==> src/rtl/pipeline_pkg.sv <==
// Shared pipeline constants: datapath width, register count and the
// writeback-source encoding used by both decode and writeback.
package pipeline_pkg;

  localparam int XLEN = 32;
  localparam int NREG = 32;

  // Writeback source select encoding (WB_wd_sel)
  localparam logic [1:0] WD_ALU  = 2'd0;
  localparam logic [1:0] WD_DRAM = 2'd1;
  localparam logic [1:0] WD_PC4  = 2'd2;
  localparam logic [1:0] WD_EXT  = 2'd3;

  // Pick the writeback value for a given source select.
  function automatic logic [XLEN-1:0] wd_select(
    input logic [1:0]      sel,
    input logic [XLEN-1:0] alu,
    input logic [XLEN-1:0] dram,
    input logic [XLEN-1:0] pc4,
    input logic [XLEN-1:0] ext
  );
    logic [XLEN-1:0] res;
    case (sel)
      WD_ALU:  res = alu;
      WD_DRAM: res = dram;
      WD_PC4:  res = pc4;
      WD_EXT:  res = ext;
      default: res = alu;
    endcase
    return res;
  endfunction

endpackage

==> src/rtl/regfile_32x32.sv <==
// 32x32 integer register file: one write port, two combinational read
// ports with write-through bypass. x0 is hardwired to zero.
module regfile_32x32
  import pipeline_pkg::*;
(
  input  logic            clk,
  input  logic            rst_n,
  input  logic            we_i,    // already qualified: valid inst, enabled, rd != 0
  input  logic [4:0]      wr_i,
  input  logic [XLEN-1:0] wd_i,
  input  logic [4:0]      rr1_i,
  input  logic [4:0]      rr2_i,
  output logic [XLEN-1:0] rd1_o,
  output logic [XLEN-1:0] rd2_o
);

  logic [XLEN-1:0] rf_q [NREG];
  logic            byp_en_s;

  // A commit being discarded by reset must not be forwarded either, so
  // reads show the cleared array while rst_n is low.
  assign byp_en_s = we_i & rst_n;

  // Register array: async clear, single write port, x0 never written.
  always_ff @(posedge clk or negedge rst_n) begin
    if (!rst_n) begin
      for (int i = 0; i < NREG; i++) begin
        rf_q[i] <= {XLEN{1'b0}};
      end
    end else begin
      if (we_i && (wr_i != 5'd0)) begin
        rf_q[wr_i] <= wd_i;
      end
    end
  end

  // Read port 1: x0 reads zero, then bypass, then array.
  always_comb begin
    rd1_o = {XLEN{1'b0}};
    if (rr1_i == 5'd0) begin
      rd1_o = {XLEN{1'b0}};
    end else if (byp_en_s && (wr_i == rr1_i)) begin
      rd1_o = wd_i;
    end else begin
      rd1_o = rf_q[rr1_i];
    end
  end

  // Read port 2: same priority as port 1, fully independent.
  always_comb begin
    rd2_o = {XLEN{1'b0}};
    if (rr2_i == 5'd0) begin
      rd2_o = {XLEN{1'b0}};
    end else if (byp_en_s && (wr_i == rr2_i)) begin
      rd2_o = wd_i;
    end else begin
      rd2_o = rf_q[rr2_i];
    end
  end

endmodule

==> src/rtl/wb_stage.sv <==
// Writeback stage: selects the writeback value, commits it to the
// register file, serves decode reads, records a commit trace and keeps
// the cycle / retired-instruction counters.
module wb_stage
  import pipeline_pkg::*;
(
  input  logic            clk,
  input  logic            rst_n,
  input  logic            WB_rf_we,
  input  logic [1:0]      WB_wd_sel,
  input  logic [31:0]     WB_ALUC,
  input  logic [31:0]     WB_DRAMrd,
  input  logic [31:0]     WB_pc4,
  input  logic [31:0]     WB_ext,
  input  logic [4:0]      WB_wR,
  input  logic [31:0]     WB_PC,
  input  logic            wb_have_inst,
  input  logic [4:0]      ID_rR1,
  input  logic [4:0]      ID_rR2,
  output logic [31:0]     ID_rD1,
  output logic [31:0]     ID_rD2,
  output logic [31:0]     WB_wD,
  output logic            debug_wb_have_inst,
  output logic [31:0]     debug_wb_pc,
  output logic            debug_wb_ena,
  output logic [4:0]      debug_wb_reg,
  output logic [31:0]     debug_wb_value,
  output logic [63:0]     cycle_cnt,
  output logic [63:0]     instret_cnt
);

  logic        we_eff_s;

  logic        trc_have_q, trc_have_d;
  logic [31:0] trc_pc_q,   trc_pc_d;
  logic        trc_ena_q,  trc_ena_d;
  logic [4:0]  trc_reg_q,  trc_reg_d;
  logic [31:0] trc_val_q,  trc_val_d;
  logic [63:0] cycle_q,    cycle_d;
  logic [63:0] instret_q,  instret_d;

  // Writeback value mux; also feeds the forwarding network.
  always_comb begin
    WB_wD = wd_select(WB_wd_sel, WB_ALUC, WB_DRAMrd, WB_pc4, WB_ext);
  end

  // Bubbles and x0 destinations never commit.
  assign we_eff_s = WB_rf_we & wb_have_inst & (WB_wR != 5'd0);

  regfile_32x32 u_rf (
    .clk   (clk),
    .rst_n (rst_n),
    .we_i  (we_eff_s),
    .wr_i  (WB_wR),
    .wd_i  (WB_wD),
    .rr1_i (ID_rR1),
    .rr2_i (ID_rR2),
    .rd1_o (ID_rD1),
    .rd2_o (ID_rD2)
  );

  // Next-state for trace and counters; counters wrap silently.
  always_comb begin
    trc_have_d = wb_have_inst;
    trc_pc_d   = WB_PC;
    trc_ena_d  = we_eff_s;
    trc_reg_d  = WB_wR;
    trc_val_d  = WB_wD;
    cycle_d    = cycle_q + 64'd1;
    if (wb_have_inst) begin
      instret_d = instret_q + 64'd1;
    end else begin
      instret_d = instret_q;
    end
  end

  // Trace and counter registers.
  always_ff @(posedge clk or negedge rst_n) begin
    if (!rst_n) begin
      trc_have_q <= 1'b0;
      trc_pc_q   <= 32'd0;
      trc_ena_q  <= 1'b0;
      trc_reg_q  <= 5'd0;
      trc_val_q  <= 32'd0;
      cycle_q    <= 64'd0;
      instret_q  <= 64'd0;
    end else begin
      trc_have_q <= trc_have_d;
      trc_pc_q   <= trc_pc_d;
      trc_ena_q  <= trc_ena_d;
      trc_reg_q  <= trc_reg_d;
      trc_val_q  <= trc_val_d;
      cycle_q    <= cycle_d;
      instret_q  <= instret_d;
    end
  end

  assign debug_wb_have_inst = trc_have_q;
  assign debug_wb_pc        = trc_pc_q;
  assign debug_wb_ena       = trc_ena_q;
  assign debug_wb_reg       = trc_reg_q;
  assign debug_wb_value     = trc_val_q;
  assign cycle_cnt          = cycle_q;
  assign instret_cnt        = instret_q;

endmodule

==> config.mk <==
export PLATFORM = sky130hd
export DESIGN_NAME = wb_stage
export DESIGN_NICKNAME = d
export VERILOG_FILES = /design/src/rtl/pipeline_pkg.sv /design/src/rtl/regfile_32x32.sv /design/src/rtl/wb_stage.sv
export SDC_FILE = /design/constraint.sdc
export NUM_CORES = 2
export LEC_CHECK = 0
export ABC_AREA = 0
export CAP_MARGIN = 20
export CORE_MARGIN = 5
export CORE_UTILIZATION = 35
export CTS_BUF_LIST = sky130_fd_sc_hd__clkbuf_8
export DETAILED_ROUTE_END_ITERATION = 12
export HOLD_SLACK_MARGIN = 0.1
export SLEW_MARGIN = 5
export SYNTH_ARGS = -nofsm -noshare
export SYNTH_HDL_FRONTEND = slang
export SYNTH_SLANG_ARGS = --single-unit
==> constraint.sdc <==
create_clock -name clk -period 2.4 [get_ports clk]
set_input_delay 0.36 -clock clk [delete_from_list [all_inputs] [get_ports clk]]
set_output_delay 0.36 -clock clk [all_outputs]
set_load 0.1 [all_outputs]
* Word-level counts from Yosys, hierarchy flattened *
Cells that the tools add are included.

word-level totals
  memories kept = 0
  word-level logic and storage cells = 78
  memory bits (writable) = 0
  latch bits = 0
  bits in registers = 1223
  bits in read-only memories = 0

cells by class
  shift operators = 0
  reductions and logical operators = 8
  mux-type cells = 14
  magnitude comparators = 4
  div/mod/pow operators = 0
  bitwise operators = 6
  add/sub/neg operators = 2
  multiply operators = 0
  equal/unequal tests = 5

operators by type and width
  operator               count
  $bwmux 1024            1
  $bmux 32 s5            2
  $mux 32                9
  $demux 32 s5           1
  $add 64x1->64 const B  2
  $pmux 32 s4            1
  $ge 6x6->1 const B     3
  $not 5->6              3
  $eq 5x5->1             2
  $logic_not 5->1        2
  $lt 6x1->1 const B     1
  $reduce_bool 5->1      1
  $eq 2x2->1 const B     2
  $logic_and 1x1->1      4
  $and 1x1->1            3
  $eq 2x1->1 const B     1
  $logic_not 2->1        1

* Depth between registers and ports, before layout *
  word-level depth = 6
  mapped depth = 10
  gate-level depth less buffers = 6

* Cells and area by module *
A second synthesis with hierarchy kept.

unflattened totals
  cell total of the unflattened synthesis = 4462
  area total of the unflattened synthesis = 63838.7 sq um

by module, submodules not included
  module         cells each  instances  area each (sq um)
  regfile_32x32  3821        1          55472.0
  wb_stage       641         1          8366.8

* Worst setup path before layout *
Ideal clock, no wire load.

  path kind = input to output
  start point = input ID_rR2[0]
  end point = output ID_rD2[10]
  stages on the path = 10
  data arrival time = 3.943 ns
  slack = -1.903 ns
  required time = 2.040 ns
  path buffers = 5
  path through = buf_6 -> buf_6 -> buf_4 -> xor2_1 -> nor3_1 -> and4_1 -> buf_2 -> buf_2 -> a211oi_2 -> a211oi_1

between the ends
  cells in the longest elaborated chain, start to end = 6
  elaborated cells on any way between the ends = 9
  those cells by class = eq/ne: 1; mux: 5; bitwise: 1; reduce/logical: 2

ends and longest elaborated chain
  item                                         line                 source
  from (decl)                                  wb_stage.sv:19       input logic [4:0] ID_rR2,
  $not 5->6 (not written as such)              regfile_32x32.sv:57  rd2_o = rf_q[rr2_i];
  $bmux 32 s5                                  regfile_32x32.sv:57
  $mux 32 (not written as such) (2 in series)  regfile_32x32.sv:57
  $mux 32                                      regfile_32x32.sv:54  end else if (byp_en_s && (wr_i == rr2_i)) begin
  $mux 32 (*)                                  regfile_32x32.sv:52  if (rr2_i == 5'd0) begin
  to (decl)                                    wb_stage.sv:21       output logic [31:0] ID_rD2,

Every way passes the cells marked *; elsewhere a longest branch is shown, timed or not. The select of a mux whose other input is x is not followed.

* Final worst setup path *
  start point = register u_rf.rf_q[265] in the netlist's numbering
  end point = output ID_rD2[9]

between the ends
  cells in the longest elaborated chain, start to end = 5

ends and longest elaborated chain
  item                                         line                 source
  from (decl)                                  regfile_32x32.sv:17  logic [XLEN-1:0] rf_q [NREG];
  from (signal, indexed assignment)            regfile_32x32.sv:28  rf_q[i] <= {XLEN{1'b0}};
  from (signal, indexed assignment)            regfile_32x32.sv:32  rf_q[wr_i] <= wd_i;
  $bmux 32 s5                                  regfile_32x32.sv:57
  $mux 32 (not written as such) (2 in series)  regfile_32x32.sv:57
  $mux 32                                      regfile_32x32.sv:54
  $mux 32                                      regfile_32x32.sv:52

Every way passes these cells. The select of a mux whose other input is x is not followed.

==> results.yml <==
critical_path:
  end_kind: "primary output"
  cp_data_required_time_ps: 2040
  critPathMaxFanout: 3
  crit_type: "reg -> out"
  slowest_delay_ps: 470
  path_cells: "mux4_2 -> a22o_1 -> a221o_1 -> nor3_4 -> buf_6 -> a211oi_4 -> buf_12"
  worst-endpoint-arrival_ps: 3060
  critPathSlowestCell: "mux4_2"
  start_kind: "flip-flop"
logic_synthesis:
  yosysUniqueCellTypes: 58
  synthTopCellsByArea: "dfrtp_1, mux4_2, o21ai_0, nand2_1, clkbuf_1"
  syn-num-nets: 5522
  ys.flop_type: "dfrtp_1"
  yosysSeqAreaShare_pct: 50.3
  yosys.area.top_type: "dfrtp_1"
  ys_warn_count: 0
  synth-seq-cells: 1223
  yosys.area.top_type_share_pct: 50.3
  async_reset_ff_share_pct: 100
  synth_area_um2: 60900
  synth_edf_count: 0
  synthCells: 5339
  syn_avg_cell_area_um2: 11.4
final_layout:
  finalNonFillerCells: 8696
  layout-drive-gt1-share_pct: 34.5
  areaGrowthSynthToFinish_pct: 33.0
  stdcell_area_um2: 81000
  nFillCells: 15544
  top_register: "u_rf.rf_q"
  fin_nets: 6391
  final_util_pct: 46.7
  largest_reg_flops: 1024
routing:
  highest_layer: "met5"
  drc: 0
  drtPass1Iterations: 6
  wl_met3_mm: 18.2
  antenna_left: 0
  wl_met1_mm: 85.3
  drt_iter0_markers: 4195
  wl_per_cell_um: 25.6
  num_vias: 48253
  wirelength_mm: 223
  wl_met2_mm: 105
  routed_via_density: 5.55
sta:
  max_freq_ghz: 0.293
  max_slew_margin_pct: 27.7
  finalSetupTns_ps: -51580
  hold-worst-slack_ps: 210
  setup_viol: 64
  rsz0062_at_grt: "yes"
  final.setup_skew_ps: 37.3
  finalCritPeriodShare_pct: 142
  slew_violations: 0
  finalWorstSetupSlack_ps: -1020
  period_needed_ps: 3420
  tightest_slew_ps: 1080
  hold_viol: 0
run_status:
  outcome: "complete, but fails checks"
  violations: "setup timing"
place:
  place.gp.congestion: 0.887
  dpl.hpwl_mm: 153
  placed_area_um2: 74900
  port_buffers: 475
  dp_cells: 8231
clock_network:
  cts.clk_slew.worst_paths_ps: 70
  htreeDepth: 4
  clk_latency_ps: 910
  cts_max_path_buffers: 3
  clock-sinks: 1223
  tritoncts: "done"
  cts_root_buffer: "clkbuf_8"
  cts_buffers: 213
pwr:
  p_leak_uw: 0.0355
  peakVddDrop_uv: 653
  p_per_area_nw_per_um2: 755
grt:
  grt_pass1_vias: 49512
  grt_pass1_wl_mm: 330
  gr-total-overflow: 0
  grt_max_degree: 173
  track_usage_pct: 24.4
  antenna_found_initial: 6
die:
  start_util_pct: 35.1
  die-area_um2: 182000
  core_um2: 173000
  die_x_um: 427
  rows: 153
  ios: 476
  die-height_um: 427
hold_path:
  hold_class: "in -> reg"
flow_run:
  drv_cap: 0
## worst max-delay path, delay by kind of cell (launching register included)
kind | cells | cell delay (ps)
AND/OR/NAND/NOR | 1 | 250
buffers and inverters | 2 | 340
multiplexers | 1 | 470
flip-flops | 1 | 400
AO/OA/AOI/OAI | 3 | 580
## cell usage after synthesis (all sizes together) (4+ instances only)
| cell | number |
|---|---|
| inv | 55 |
| nand4 | 43 |
| o21ai | 1049 |
| and3 | 16 |
| a22o | 8 |
| nand3 | 42 |
| xor2 | 73 |
| a21oi | 6 |
| o22ai | 57 |
| a211oi | 52 |
| a221o | 8 |
| nand2 | 1174 |
| xnor2 | 62 |
| nor2 | 44 |
| or3 | 4 |
| nor3b | 8 |
| clkbuf | 391 |
| mux4 | 554 |
| o221ai | 9 |
| buf | 140 |
| a22oi | 109 |
| nor3 | 69 |
| nor4 | 24 |
| mux2i | 41 |
| mux2 | 33 |
| and4 | 11 |
| and2 | 4 |
| dfrtp | 1223 |
## layout by cell type (no fill, tap or decap), types with 27 or more instances in the layout
cell,synthesis,routed
dfrtp_1,1223,1171
nand2_1,1172,1118
o21ai_0,989,977
buf_4,22,651
mux4_2,554,554
buf_12,0,275
clkbuf_8,0,249
clkdlybuf4s50_1,0,167
inv_1,55,88
a22oi_1,109,82
xor2_1,73,73
xnor2_1,62,62
nand2_2,2,52
dfrtp_2,0,52
nor3_1,68,48
a211oi_4,0,47
nand4_1,42,42
dlygate4sd3_1,0,42
mux2i_1,41,41
nor2_1,43,41
buf_6,7,40
nand3_1,41,37
o21ai_1,60,35
o22ai_1,57,35
clkinv_2,0,31
clkinvlp_4,0,29
a22oi_2,0,27
## kinds of logic after synthesis
logic type | after synthesis | synth area share [%]
buffers and inverters | 586 | 4.00
multiplexers | 628 | 21.8
XOR/XNOR | 135 | 1.94
AO/OA/AOI/OAI | 1305 | 11.9
adder cells (fa/ha/maj) | 2 | 0.0411
flip-flops | 1223 | 50.3
AND/OR/NAND/NOR | 1460 | 10.0
## per-layer routing
metal / track usage (%) / up-vias
met4: 13.5 / 4
met2: 39.0 / 2147
met1: 30.5 / 24394
met3: 5.91 / 617
met5: 0 / -
li1: - / 21091
## path summary, 6_finish.rpt
| check | from | endpoint | slack [ps] | cells past startpoint |
|---|---|---|---|---|
| setup / recovery | u_rf.rf_q[265] | ID_rD2[9] | -1020 | 7 |
| hold / removal | WB_wd_sel[1] | u_rf.rf_q[140] | 210 | 4 |
| setup reg to reg | cycle_cnt[8] | cycle_cnt[52] | 280 | 5 |
| hold reg to reg | u_rf.rf_q[1022] | u_rf.rf_q[1022] | 390 | 0 |
| max in group asynchronous | rst_n | cycle_cnt[47] | 690 | 5 |
| min in group asynchronous | rst_n | u_rf.rf_q[936] | 320 | 4 |
## power breakdown
part	internal (µW)	switching [µW]	total, µW
combinational	6810	8440	15300
sequential	23300	2040	25400
clock	11100	9420	20500
total	41200	19900	61100
## what timing repair did
item                       in CTS  in global routing
hold buffers                   40                  3
pin swaps                     107                 29
setup buffers                  40                 14
hold endpoints to repair      515                 19
setup endpoints to repair      66                 65
resized for setup             128                 28
## cell type report
type / instances / area (µm²) / area share, %
diodes: 4 / 10.0 / 0.0124
clock inverters: 125 / 1130 / 1.39
clock buffers: 249 / 3430 / 4.23
repair buffers: 1185 / 13000 / 16.1
inverters: 55 / 312 / 0.385
well taps: 2325 / 2910 / 3.59
multi-input cells: 3530 / 29500 / 36.4
flip-flops and latches: 1223 / 30700 / 37.9
## stage by stage
step | total power, µW | worst slack (ps)
global placement | 40000 | -1080
floorplan | 34400 | -395
global route | 63900 | -1110
detailed placement | 40400 | -1090
CTS | 61500 | -1120
finish | 61100 | -1020
No activity file was read; power rests on OpenSTA's default activity.
